<file path="src/rtl/instr_fetch_unit.sv">
// Instruction fetch responder: owns PC and IR, fetches words from instruction
// memory over a req/ack handshake and reports sticky timeouts.
module instr_fetch_unit #(
  parameter int                ADDR_W   = 8,
  parameter int                DATA_W   = 16,
  parameter logic [ADDR_W-1:0] RESET_PC = '0,
  parameter int                TIMEOUT  = 16
) (
  input  logic              clk,
  input  logic              rst,
  input  logic              loadIR,
  input  logic              incPC,
  input  logic              loadPC,
  input  logic              selA,
  output logic              imem_req,
  output logic [ADDR_W-1:0] imem_addr,
  input  logic              imem_ack,
  input  logic [DATA_W-1:0] imem_rdata,
  output logic [DATA_W-1:0] ir,
  output logic [3:0]        opcode,
  output logic [ADDR_W-1:0] pc,
  output logic              ir_valid,
  output logic              busy,
  output logic              fault,
  output logic              cmd_drop,
  output logic [1:0]        dbg_state
);

  // Handshake: imem_req rises with imem_addr and both hold until a cycle with
  // imem_ack=1, which completes the read; imem_ack outside a fetch is ignored.

  localparam int                CNT_W   = $clog2(TIMEOUT);
  localparam logic [CNT_W-1:0]  CNT_MAX = CNT_W'(TIMEOUT - 1);

  typedef enum logic [1:0] {
    S_IDLE  = 2'd0,
    S_FETCH = 2'd1,
    S_FAULT = 2'd2
  } state_t;

  state_t            r_state;
  logic [ADDR_W-1:0] r_pc;
  logic [ADDR_W-1:0] r_addr;
  logic [DATA_W-1:0] r_ir;
  logic              r_valid;
  logic              r_req;
  logic              r_busy;
  logic              r_fault;
  logic              r_drop;
  logic [CNT_W-1:0]  r_cnt;

  logic              w_jump;
  logic              w_cmd;
  logic [ADDR_W-1:0] w_pc_next;

  assign w_jump = loadPC & selA;
  assign w_cmd  = loadIR | incPC | w_jump;

  // Jump target comes from the IR already held, never from the word in flight.
  assign w_pc_next = w_jump ? r_ir[ADDR_W-1:0] :
                     incPC  ? r_pc + ADDR_W'(1) : r_pc;

  always_ff @(posedge clk) begin
    if (rst) begin
      r_state <= S_IDLE;
      r_pc    <= RESET_PC;
      r_addr  <= RESET_PC;
      r_ir    <= '0;
      r_valid <= 1'b0;
      r_req   <= 1'b0;
      r_busy  <= 1'b0;
      r_fault <= 1'b0;
      r_drop  <= 1'b0;
      r_cnt   <= '0;
    end else begin
      r_drop <= 1'b0;
      case (r_state)
        S_IDLE: begin
          r_pc <= w_pc_next;
          if (loadIR) begin
            r_addr  <= r_pc;
            r_req   <= 1'b1;
            r_busy  <= 1'b1;
            r_valid <= 1'b0;
            r_cnt   <= '0;
            r_state <= S_FETCH;
          end
        end
        S_FETCH: begin
          r_drop <= w_cmd;
          if (imem_ack) begin
            r_ir    <= imem_rdata;
            r_valid <= 1'b1;
            r_req   <= 1'b0;
            r_busy  <= 1'b0;
            r_state <= S_IDLE;
          end else if (r_cnt == CNT_MAX) begin
            r_req   <= 1'b0;
            r_busy  <= 1'b0;
            r_fault <= 1'b1;
            r_state <= S_FAULT;
          end else begin
            r_cnt <= r_cnt + CNT_W'(1);
          end
        end
        S_FAULT: begin
          r_drop <= w_cmd;
        end
        default: begin
          r_state <= S_IDLE;
        end
      endcase
    end
  end

  assign imem_req  = r_req;
  assign imem_addr = r_addr;
  assign ir        = r_ir;
  assign opcode    = r_ir[DATA_W-1:DATA_W-4];
  assign pc        = r_pc;
  assign ir_valid  = r_valid;
  assign busy      = r_busy;
  assign fault     = r_fault;
  assign cmd_drop  = r_drop;
  assign dbg_state = r_state;

endmodule

</file>
<file path="config.mk">
export PLATFORM = sky130hd
export DESIGN_NAME = instr_fetch_unit
export DESIGN_NICKNAME = d
export VERILOG_FILES = /design/src/rtl/instr_fetch_unit.sv
export SDC_FILE = /design/constraint.sdc
export NUM_CORES = 1
export LEC_CHECK = 0
export BUFFER_PORTS_ARGS = -buffer_cell sky130_fd_sc_hd__buf_2
export CORE_UTILIZATION = 49
export CTS_BUF_LIST = sky130_fd_sc_hd__clkbuf_4 sky130_fd_sc_hd__clkbuf_8 sky130_fd_sc_hd__clkbuf_16
export DETAILED_ROUTE_END_ITERATION = 8
export PLACE_DENSITY = 0.79
export SLEW_MARGIN = 20
export SYNTH_ARGS = -nofsm -noshare
export SYNTH_HDL_FRONTEND = slang
export SYNTH_SLANG_ARGS = --single-unit
export TNS_END_PERCENT = 50
</file>
<file path="constraint.sdc">
create_clock -name clk -period 1.8 [get_ports clk]
set_input_delay 0.18 -clock clk [delete_from_list [all_inputs] [get_ports clk]]
set_output_delay 0.18 -clock clk [all_outputs]
set_load 0.01 [all_outputs]
</file>
==> results.sh <==
export IMPL_status="complete, no violations"
export IMPL_dieArea_sq_um=4010
export IMPL_drive_above_1_share=0.282
export IMPL_track_usage=0.233
export IMPL_tightest_slew_ps=558
export IMPL_synthArstFlopShare=0
export IMPL_num_antenna_cells=0
export IMPL_synth_seq_cells=42
export IMPL_max_freq_mhz=590
export IMPL_cp_start_kind="flip-flop"
export IMPL_grt_overflow=0
export IMPL_grt_max_degree=17
export IMPL_coreArea_sq_um=3470
export IMPL_slew_viol_final=0
export IMPL_port_buffers=65
export IMPL_required_ps=1980
export IMPL_cpPeakStageDelay_ps=380
export IMPL_ir_worst_vdd_mv=0.518
export IMPL_area_growth_pct=23.0
export IMPL_whs_endpoint="ir[13]"
export IMPL_clock_skew_ps=4.72
export IMPL_vias_per_cell=5.34
export IMPL_grt_pass1_vias=1671
export IMPL_clk_path_buf_depth=2
export IMPL_design_portCount=66
export IMPL_insertion_delay_ps=290
export IMPL_cellPowerDensity_nw_per_um2=880
export IMPL_clockPowerShare=0.319
export IMPL_die_w_um=63.3
export IMPL_regToRegEndpoint="dbg_state[1]"
export IMPL_r2r_setup_slack_ps=100
export IMPL_min_period_ps=1700
export IMPL_synthAdderAreaFrac=0.0339
export IMPL_ctsHtreeMaxLevel=2
export IMPL_cp_top_family="flip-flops"
export IMPL_critPathMaxFanout=7
export IMPL_clock_sinks=42
export IMPL_place_detailed_hpwl_um=3190
export IMPL_routed_wl_um=4400
export IMPL_cts_tree="built"
export IMPL_netlist_instances=234
export IMPL_first_pass_iters=4
export IMPL_rr_startpoint="dbg_state[1]"
export IMPL_route_detailed_drc=0
export IMPL_hold_path_class="in2reg"
export IMPL_fin_setup_tns_ps=0
export IMPL_rsz0062_at_grt="false"
export IMPL_cts_hold_buffers=0
export IMPL_yosys_warnings=0
export IMPL_crit_path_top_delay_cell="dfxtp_1"
export IMPL_die_h_um=63.3
export IMPL_criticalPathCategory="reg2reg"
export IMPL_antenna_found_initial=0
export IMPL_path_cells="inv_1, ha_2, and2b_2, a211oi_1, mux2i_1, nor2_1"
export IMPL_place_congestion=0.811
export IMPL_synth_area_sq_um=1840
export IMPL_hp_start="imem_rdata[13]"
export IMPL_min_path_cells=3
export IMPL_final_hold_viol_count=0
export IMPL_power_mw=2.00
export IMPL_antenna_left=0
export IMPL_cts_resized=0
export IMPL_clk_pin_slew_ps=70
export IMPL_cts_made_buffers=5
export IMPL_ys_seq_area_frac=0.456
export IMPL_drv_cap=0
export IMPL_relSlewSlack=0.628
export IMPL_p_int_mw=1.43
export IMPL_synth_compound_area_frac=0.214
export IMPL_leakage_nw=0.997
export IMPL_synth_xor_area_share=0
export IMPL_cp_num_buf_inv=1
export IMPL_seq_power_share=0.511
export IMPL_syn_avg_cell_area_sq_um=7.88
export IMPL_ys_flop_type="dfxtp_1"
export IMPL_fillers=319
export IMPL_grt_first_pass_wirelength_um=7340
export IMPL_synth_cell_types=36
export IMPL_rr_worst_depth=6
export IMPL_p_switching_mw=0.562
export IMPL_comb_power_share=0.170
export IMPL_drt_iter0_drc=113
export IMPL_finalSetupViolations=0
export IMPL_start_util=0.531
export IMPL_synth_mux_area_frac=0.0109
export IMPL_num_vias=1817
export IMPL_worstPathArrival_ps=1880
export IMPL_cts_root_buf="clkbuf_8"
export IMPL_min_period_over_period=0.942
export IMPL_p_sw_frac=0.281
export IMPL_wl_per_cell_um=12.9
export IMPL_endpoint_kind="flip-flop"
export IMPL_synthesis_nets=262
export IMPL_cts_setup_buffers=0
export IMPL_row_count=21
export IMPL_fin_nets=321
export IMPL_synth_edff_count=0
export IMPL_synth_top_family_by_area="simple AND/OR/NAND/NOR gates"
export IMPL_synth_simple_area_share=0.227
[cell families (layout without fill, tap and decap cells)]
logic type / Yosys count / count (layout)
adders and majority gates: 5 / 5
DFF: 42 / 42
AOI/OAI and AO/OA: 69 / 69
muxes: 2 / 2
buffers and inverters: 22 / 82
and+or+nand+nor: 94 / 94
[cell type report]
cell class | instances | area (sq um) | share of cell area
Multi-Input combinational cell | 170 | 900 | 0.397
Tap cell | 46 | 57.6 | 0.0254
Inverter | 5 | 18.8 | 0.00828
Clock inverter | 1 | 5.00 | 0.00221
Timing Repair Buffer | 69 | 355 | 0.157
Clock buffer | 7 | 90.1 | 0.0397
Sequential cell | 42 | 841 | 0.371
[per-layer routing]
metal | up-vias | global-route usage | part of all wire
met4 | 0 | 0.0938 | 0.018
met1 | 819 | 0.298 | 0.46
met2 | 63 | 0.371 | 0.46
li1 | 926 | - | -
met5 | - | 0 | 0
met3 | 9 | 0.0580 | 0.063
[registers in the layout, summed over array words and instances (netlist names)]
signal,cells
r_cnt,4
pc,8
ir_valid,1
fault,1
cmd_drop,1
dbg_state,2
busy,1
imem_addr,8
ir,16
[power by group through the flow]
| stage | Sequential (mW) | Combinational [mW] | Clock (mW) |
|---|---|---|---|
| finish | 1.02 | 0.340 | 0.636 |
| global route | 1.03 | 0.377 | 0.685 |
| CTS | 1.02 | 0.336 | 0.645 |
| detailed placement | 1.04 | 0.333 | 0 |
| global placement | 1.04 | 0.327 | 0 |
| floorplan | 1.05 | 0.202 | 0 |
[worst max-delay path by stage]
stage	start	cells after the start	slack (ps)	to
after floorplan	dbg_state[1]	6	220	dbg_state[1]
after global placement	dbg_state[0]	6	190	dbg_state[1]
after global routing	dbg_state[1]	6	50	r_cnt[0]
after detailed placement	dbg_state[1]	6	80	dbg_state[1]
after CTS	dbg_state[0]	6	50	dbg_state[1]
final	dbg_state[1]	6	100	dbg_state[1]
[cell usage after synthesis (4+ instances only)]
cell	number	area, sq um
nor2_1	8	30.0
buf_2	4	20.0
a211oi_1	4	30.0
buf_1	4	15.0
ha_1	5	62.6
nand4_1	4	25.0
inv_1	5	18.8
o21ai_0	14	70.1
a21oi_1	40	200
and3_1	4	25.0
nand2_1	59	221
buf_4	5	37.5
nand3_1	5	25.0
dfxtp_1	42	841
[tightest hold or removal path: cells and delay by family]
kind            cells  cell delay [ps]
buf+inv             1               90
simple gates        1               40
compound gates      1               50
[metrics by stage]
step	setup WS (ps)	hold slack (ps)	cell area, sq um	cells	util
3_5_place_dp	77.2	428	2170	332	0.625
3_3_place_gp	194	420	2170	332	0.625
2_1_floorplan	222	316	1840	234	-
4_1_cts	48.3	111	2260	340	0.652
6_report	104	114	2270	340	0.654
5_1_grt	53.8	109	2270	340	0.654
[cell usage in the layout, fill, tap and decap left out, types with 4 or more instances in the layout]
master and count:
a211oi_1 4, a21oi_1 40, and3_1 4, buf_2 65
buf_4 4, clkbuf_8 6, dfxtp_1 42, inv_1 5
nand2_1 59, nand3_1 5, nand4_1 4, nor2_1 8
o21ai_0 14
No activity file was read; power rests on OpenSTA's default activity.
